--- config.mk ---
export PLATFORM = sky130hd
export DESIGN_NAME = muldiv_ctrl
export DESIGN_NICKNAME = d
export VERILOG_FILES = /design/src/rtl/muldiv_ctrl.sv
export SDC_FILE = /design/constraint.sdc
export NUM_CORES = 2
export LEC_CHECK = 0
export BUFFER_PORTS_ARGS = -buffer_cell sky130_fd_sc_hd__buf_2
export CORE_ASPECT_RATIO = 1.5
export CORE_UTILIZATION = 46
export DETAILED_ROUTE_END_ITERATION = 12
export SYNTH_ARGS = -nofsm -noshare
export SYNTH_HDL_FRONTEND = slang
export SYNTH_SLANG_ARGS = --single-unit
--- constraint.sdc ---
create_clock -name clk -period 25 [get_ports clk]
set_input_delay 1.25 -clock clk [delete_from_list [all_inputs] [get_ports clk]]
set_output_delay 1.25 -clock clk [all_outputs]
set_load 0.02 [all_outputs]
--- src/rtl/muldiv_ctrl.sv ---
// muldiv_ctrl: E-stage sequencer for multi-cycle multiply/divide and the HI/LO register pair
`ifndef ALU_MULT
`define ALU_MULT  5'b10000
`endif
`ifndef ALU_MULTU
`define ALU_MULTU 5'b10001
`endif
`ifndef ALU_DIV
`define ALU_DIV   5'b10010
`endif
`ifndef ALU_DIVU
`define ALU_DIVU  5'b10011
`endif
`ifndef ALU_MTHI
`define ALU_MTHI  5'b10100
`endif
`ifndef ALU_MTLO
`define ALU_MTLO  5'b10101
`endif

module muldiv_ctrl #(
  parameter int MUL_LAT = 2
) (
  input  logic        clk,
  input  logic        rst,
  input  logic [4:0]  alucontrolE,
  input  logic        validE,
  input  logic        flushE,
  input  logic        stallE_ext,
  input  logic [31:0] srcaE,
  input  logic [31:0] srcbE,
  output logic        stall_o,
  output logic        busy_o,
  output logic [31:0] hi_o,
  output logic [31:0] lo_o
);
  localparam logic [4:0] LAST_MUL = 5'(MUL_LAT - 1);

  typedef enum logic [1:0] {S_IDLE, S_MUL, S_DIV, S_DONE} state_t;

  state_t      r_state;
  logic [4:0]  r_cnt;
  logic        r_sgn, r_qneg, r_rneg;
  logic [31:0] r_a, r_b, r_rem;

  logic        w_mul, w_div, w_sgn, w_go, w_start_mul, w_start_div, w_last;
  logic [63:0] w_ma, w_mb, w_prod;
  logic [32:0] w_sh;
  logic        w_qb;
  logic [31:0] w_rem_n, w_q_n, w_q_fin, w_r_fin;

  assign w_mul       = (alucontrolE == `ALU_MULT) || (alucontrolE == `ALU_MULTU);
  assign w_div       = (alucontrolE == `ALU_DIV)  || (alucontrolE == `ALU_DIVU);
  assign w_sgn       = (alucontrolE == `ALU_MULT) || (alucontrolE == `ALU_DIV);
  assign w_go        = (r_state == S_IDLE) && validE && !flushE;
  assign w_start_mul = w_go && w_mul;
  assign w_start_div = w_go && w_div && (srcbE != 32'd0);
  assign w_last      = ((r_state == S_MUL) && (r_cnt == LAST_MUL)) || ((r_state == S_DIV) && (r_cnt == 5'd31));

  // Stall holds E from the start cycle until (but not including) the last busy cycle
  assign stall_o = !flushE && (w_start_mul || w_start_div || (((r_state == S_MUL) || (r_state == S_DIV)) && !w_last));
  assign busy_o  = (r_state != S_IDLE);

  // Sign-extended 64-bit operands; the truncated product is the exact signed/unsigned result
  assign w_ma   = {{32{r_sgn & r_a[31]}}, r_a};
  assign w_mb   = {{32{r_sgn & r_b[31]}}, r_b};
  assign w_prod = w_ma * w_mb;

  // One restoring step: 33-bit shifted remainder, dividend bits shift out of r_a MSB first
  assign w_sh    = {r_rem, r_a[31]};
  assign w_qb    = (w_sh >= {1'b0, r_b});
  assign w_rem_n = w_qb ? (w_sh[31:0] - r_b) : w_sh[31:0];
  assign w_q_n   = {r_a[30:0], w_qb};
  assign w_q_fin = r_qneg ? -w_q_n : w_q_n;
  assign w_r_fin = r_rneg ? -w_rem_n : w_rem_n;

  // FSM, operand latches, divider datapath and HI/LO commit
  always_ff @(posedge clk) begin
    if (rst) begin
      r_state <= S_IDLE;
      r_cnt   <= 5'd0;
      r_sgn   <= 1'b0;
      r_qneg  <= 1'b0;
      r_rneg  <= 1'b0;
      r_a     <= 32'd0;
      r_b     <= 32'd0;
      r_rem   <= 32'd0;
      hi_o    <= 32'd0;
      lo_o    <= 32'd0;
    end else if (flushE) begin
      r_state <= S_IDLE;
      r_cnt   <= 5'd0;
    end else begin
      case (r_state)
        S_IDLE: begin
          if (w_go && (alucontrolE == `ALU_MTHI)) hi_o <= srcaE;
          if (w_go && (alucontrolE == `ALU_MTLO)) lo_o <= srcaE;
          r_cnt <= 5'd0;
          if (w_start_mul) begin
            r_a     <= srcaE;
            r_b     <= srcbE;
            r_sgn   <= w_sgn;
            r_state <= S_MUL;
          end else if (w_start_div) begin
            r_a     <= (w_sgn && srcaE[31]) ? -srcaE : srcaE;
            r_b     <= (w_sgn && srcbE[31]) ? -srcbE : srcbE;
            r_rem   <= 32'd0;
            r_qneg  <= w_sgn && (srcaE[31] ^ srcbE[31]);
            r_rneg  <= w_sgn && srcaE[31];
            r_state <= S_DIV;
          end
        end
        S_MUL: begin
          r_cnt <= w_last ? 5'd0 : r_cnt + 5'd1;
          if (w_last) begin
            hi_o    <= w_prod[63:32];
            lo_o    <= w_prod[31:0];
            r_state <= stallE_ext ? S_DONE : S_IDLE;
          end
        end
        S_DIV: begin
          r_a   <= w_q_n;
          r_rem <= w_rem_n;
          r_cnt <= w_last ? 5'd0 : r_cnt + 5'd1;
          if (w_last) begin
            lo_o    <= w_q_fin;
            hi_o    <= w_r_fin;
            r_state <= stallE_ext ? S_DONE : S_IDLE;
          end
        end
        S_DONE: r_state <= stallE_ext ? S_DONE : S_IDLE;
      endcase
    end
  end
endmodule
==> flow_metrics.env <==
export IMPL_p_clk_share_pct=29.5
export IMPL_antenna_left=0
export IMPL_initial_core_util_pct=46.6
export IMPL_worstSetupEndpointType="register"
export IMPL_power_frac_comb_pct=40.6
export IMPL_final_nets=7339
export IMPL_p_sw_uw=427
export IMPL_hold_class="reg -> reg"
export IMPL_switching_share_pct=44.9
export IMPL_dpl_hpwl_um=137000
export IMPL_wl_per_cell_um=23.3
export IMPL_clkSinkCount=170
export IMPL_skew_ns=0.0127
export IMPL_die_w_um=273
export IMPL_drive_gt1_share_pct=5.41
export IMPL_setup_viol_count_final=0
export IMPL_synth_edf_count=0
export IMPL_yosysWarnings=0
export IMPL_tightest_slew_ns=1.38
export IMPL_p_int_uw=525
export IMPL_rsz0062_at_grt="no"
export IMPL_grt_pass1_vias=44574
export IMPL_relSlewSlack_pct=8.04
export IMPL_yosysTopAreaCellShare_pct=44.4
export IMPL_place_area_um2=52600
export IMPL_syn_area_per_cell_um2=8.46
export IMPL_startpoint_type="register"
export IMPL_clk_pin_slew_ns=0.08
export IMPL_drtIter0Drc=2970
export IMPL_r2r_start="r_sgn"
export IMPL_max_freq_mhz=99.7
export IMPL_synthTopCellsByArea="fa_1 44%, inv_1 8.8%, nand2_1 7.1%"
export IMPL_slew_violations=0
export IMPL_setup_tns_ns=0
export IMPL_worstHoldEndpoint="r_b[21]"
export IMPL_grtUsageTotal_pct=31.6
export IMPL_outcome="completed"
export IMPL_remaining_drc_errors=0
export IMPL_yosys_area_top_type="fa_1"
export IMPL_reg2reg_depth=27
export IMPL_ys_async_sr_fraction_pct=0
export IMPL_gp_congestion=0.979
export IMPL_portBuffers=139
export IMPL_finalInstanceArea_um2=53200
export IMPL_synth_cells=5999
export IMPL_crit_arrival_ns=10.39
export IMPL_synth_cell_types=88
export IMPL_p_seq_share_pct=29.9
export IMPL_hp_start="r_b[21]"
export IMPL_ys_ff_latch=170
export IMPL_synthesis_area_um2=50800
export IMPL_grt_pass1_wl_um=265000
export IMPL_cts_tree="built"
export IMPL_clkLatencyLatePin_ns=0.46
export IMPL_num_io_pins=140
export IMPL_die_y_um=409
export IMPL_ys_flop_type="dfxtp_1"
export IMPL_drtPass1Iterations=6
export IMPL_cts_buffers=17
export IMPL_drt_total_wl_um=171000
export IMPL_worst_hold_path_num_cells=2
export IMPL_cts_resized=0
export IMPL_clock_path_buffers=2
export IMPL_cp_max_fo=23
export IMPL_die_area_um2=112000
export IMPL_syn_to_final_growth_pct=4.81
export IMPL_cts_setup_buffers=0
export IMPL_regToRegEndpoint="hi_o[30]"
export IMPL_antenna_found_initial=5
export IMPL_cts_hold_buf=0
export IMPL_syn_nets=7456
export IMPL_row_count=148
export IMPL_yosysSeqAreaShare_pct=6.71
export IMPL_htreeDepth=4
export IMPL_path_class="reg -> reg"
export IMPL_hold_violations=0
export IMPL_fillers=10727
export IMPL_cts_root_buf="clkbuf_16"
export IMPL_peakVddDrop_mv=0.0513
export IMPL_fin_crit_ns=10.03
export IMPL_vias=41581
export IMPL_worstPathRequired_ns=25.37
export IMPL_cap_violations=0
export IMPL_grt_overflow_total=0
export IMPL_grt_max_degree=87
export IMPL_r2r_slack_ns=14.97
export IMPL_coreArea_um2=109000
export IMPL_leakage_uw=0.0252
export IMPL_power_density_nw_per_um2=17.9
export IMPL_fin_crit_sh_pct=40.1
export IMPL_avgViaCountPerCell=5.68
[critical path: stages (launching register included)]
cell and delay (ns):
dfxtp_1 1.06, and2_1 0.62, nand2_1 0.24, inv_1 0.13, fa_1 0.39, inv_1 0.23
fa_1 0.50, inv_1 0.20, fa_1 0.49, fa_1 0.87, inv_1 0.38, fa_1 0.57
inv_1 0.05, fa_1 0.53, inv_1 0.05, fa_1 0.44, fa_1 0.49, inv_1 0.04
ha_1 0.37, a21oi_1 0.32, nand4b_1 0.24, o211ai_1 0.44, o21ai_0 0.24, o31a_1 0.31
a31oi_1 0.20, xnor2_1 0.17, a221oi_1 0.11, o41ai_1 0.24
[synth_stat cells (all sizes together) (67+ instances only)]
master	number
inv	1187
fa	1126
nand2	956
nor2	359
and2	312
clkbuf	302
ha	257
a21oi	200
dfxtp	170
o21ai	136
xnor2	135
xor2	76
buf	67
[per-stage QoR]
| stage | utilization [%] | cells | setup WS, ns | total power [µW] | hold slack (ns) |
|---|---|---|---|---|---|
| final | 48.9 | 7322 | 14.97 | 952 | 0.457 |
| after global placement | 48.3 | 7288 | 15.28 | 665 | 0.439 |
| after floorplan | - | 5999 | 17.14 | 526 | 0.480 |
| after global routing | 48.9 | 7321 | 14.52 | 988 | 0.483 |
| after CTS | 48.8 | 7320 | 15.08 | 945 | 0.459 |
| after detailed placement | 48.3 | 7288 | 15.12 | 666 | 0.446 |
[kinds of logic (layout without fill, tap and decap cells)]
group / count (synthesis) / count (layout) / share of synthesized area [%]
multiplexers: 29 / 29 / 0.589
adder cells (fa/ha/maj): 1383 / 1383 / 50.7
buffers and inverters: 1558 / 1454 / 11.5
XOR/XNOR: 211 / 211 / 3.64
other: 0 / 2 / 0
AO/OA/AOI/OAI: 717 / 717 / 9.46
flip-flops: 170 / 170 / 6.71
AND/OR/NAND/NOR: 1931 / 1931 / 17.3
[metal layers]
metal | vias up | share of wire [%] | global-route usage, %
met2 | 1543 | 51 | 55.4
li1 | 18053 | - | -
met3 | 428 | 6.0 | 3.71
met4 | 2 | 5.7 | 15.5
met5 | - | 0.0076 | 0
met1 | 21555 | 38 | 38.2
[final cells by class]
cell class	count	area (µm²)	area share, %
Clock inverter	15	171	0.322
Sequential cell	170	3410	6.41
Inverter	1189	4460	8.39
Clock buffer	17	425	0.800
Multi-Input combinational cell	4271	41500	78.1
Tap cell	1425	1780	3.35
Antenna cell	2	5.00	0.00941
Timing Repair Buffer	233	1400	2.64
[power groups by stage]
| stage | combinational, µW | clock [µW] | sequential (µW) |
|---|---|---|---|
| 6_report | 386 | 281 | 285 |
| 5_1_grt | 407 | 295 | 285 |
| 4_1_cts | 377 | 284 | 284 |
| 3_5_place_dp | 375 | 0 | 291 |
| 3_3_place_gp | 374 | 0 | 291 |
| 2_1_floorplan | 236 | 0 | 290 |
[layout by cell type, fill, tap and decap left out, drive strengths merged, types with 58 or more instances in the layout]
cell type,n
a211oi,58
a21oi,200
and2,312
buf,233
dfxtp,170
fa,1126
ha,257
inv,1196
nand2,956
nor2,359
o21ai,136
xnor2,135
xor2,76
[how the worst max path moves through the flow]
stage                  from  endpoint  cells after the start
detailed placement    r_sgn  hi_o[30]                     28
floorplan           r_a[31]  hi_o[30]                     27
global placement      r_sgn  hi_o[27]                     28
global route          r_sgn  hi_o[27]                     28
finish                r_sgn  hi_o[30]                     27
CTS                   r_sgn  hi_o[30]                     27
[sequential cells by signal (all words and copies together) (netlist names)]
signal,cells
hi_o,32
lo_o,32
r_a,32
r_b,32
r_rem,32
r_cnt,5
r_state,2
r_qneg,1
r_rneg,1
r_sgn,1
Power figures use the tool's default switching activity.
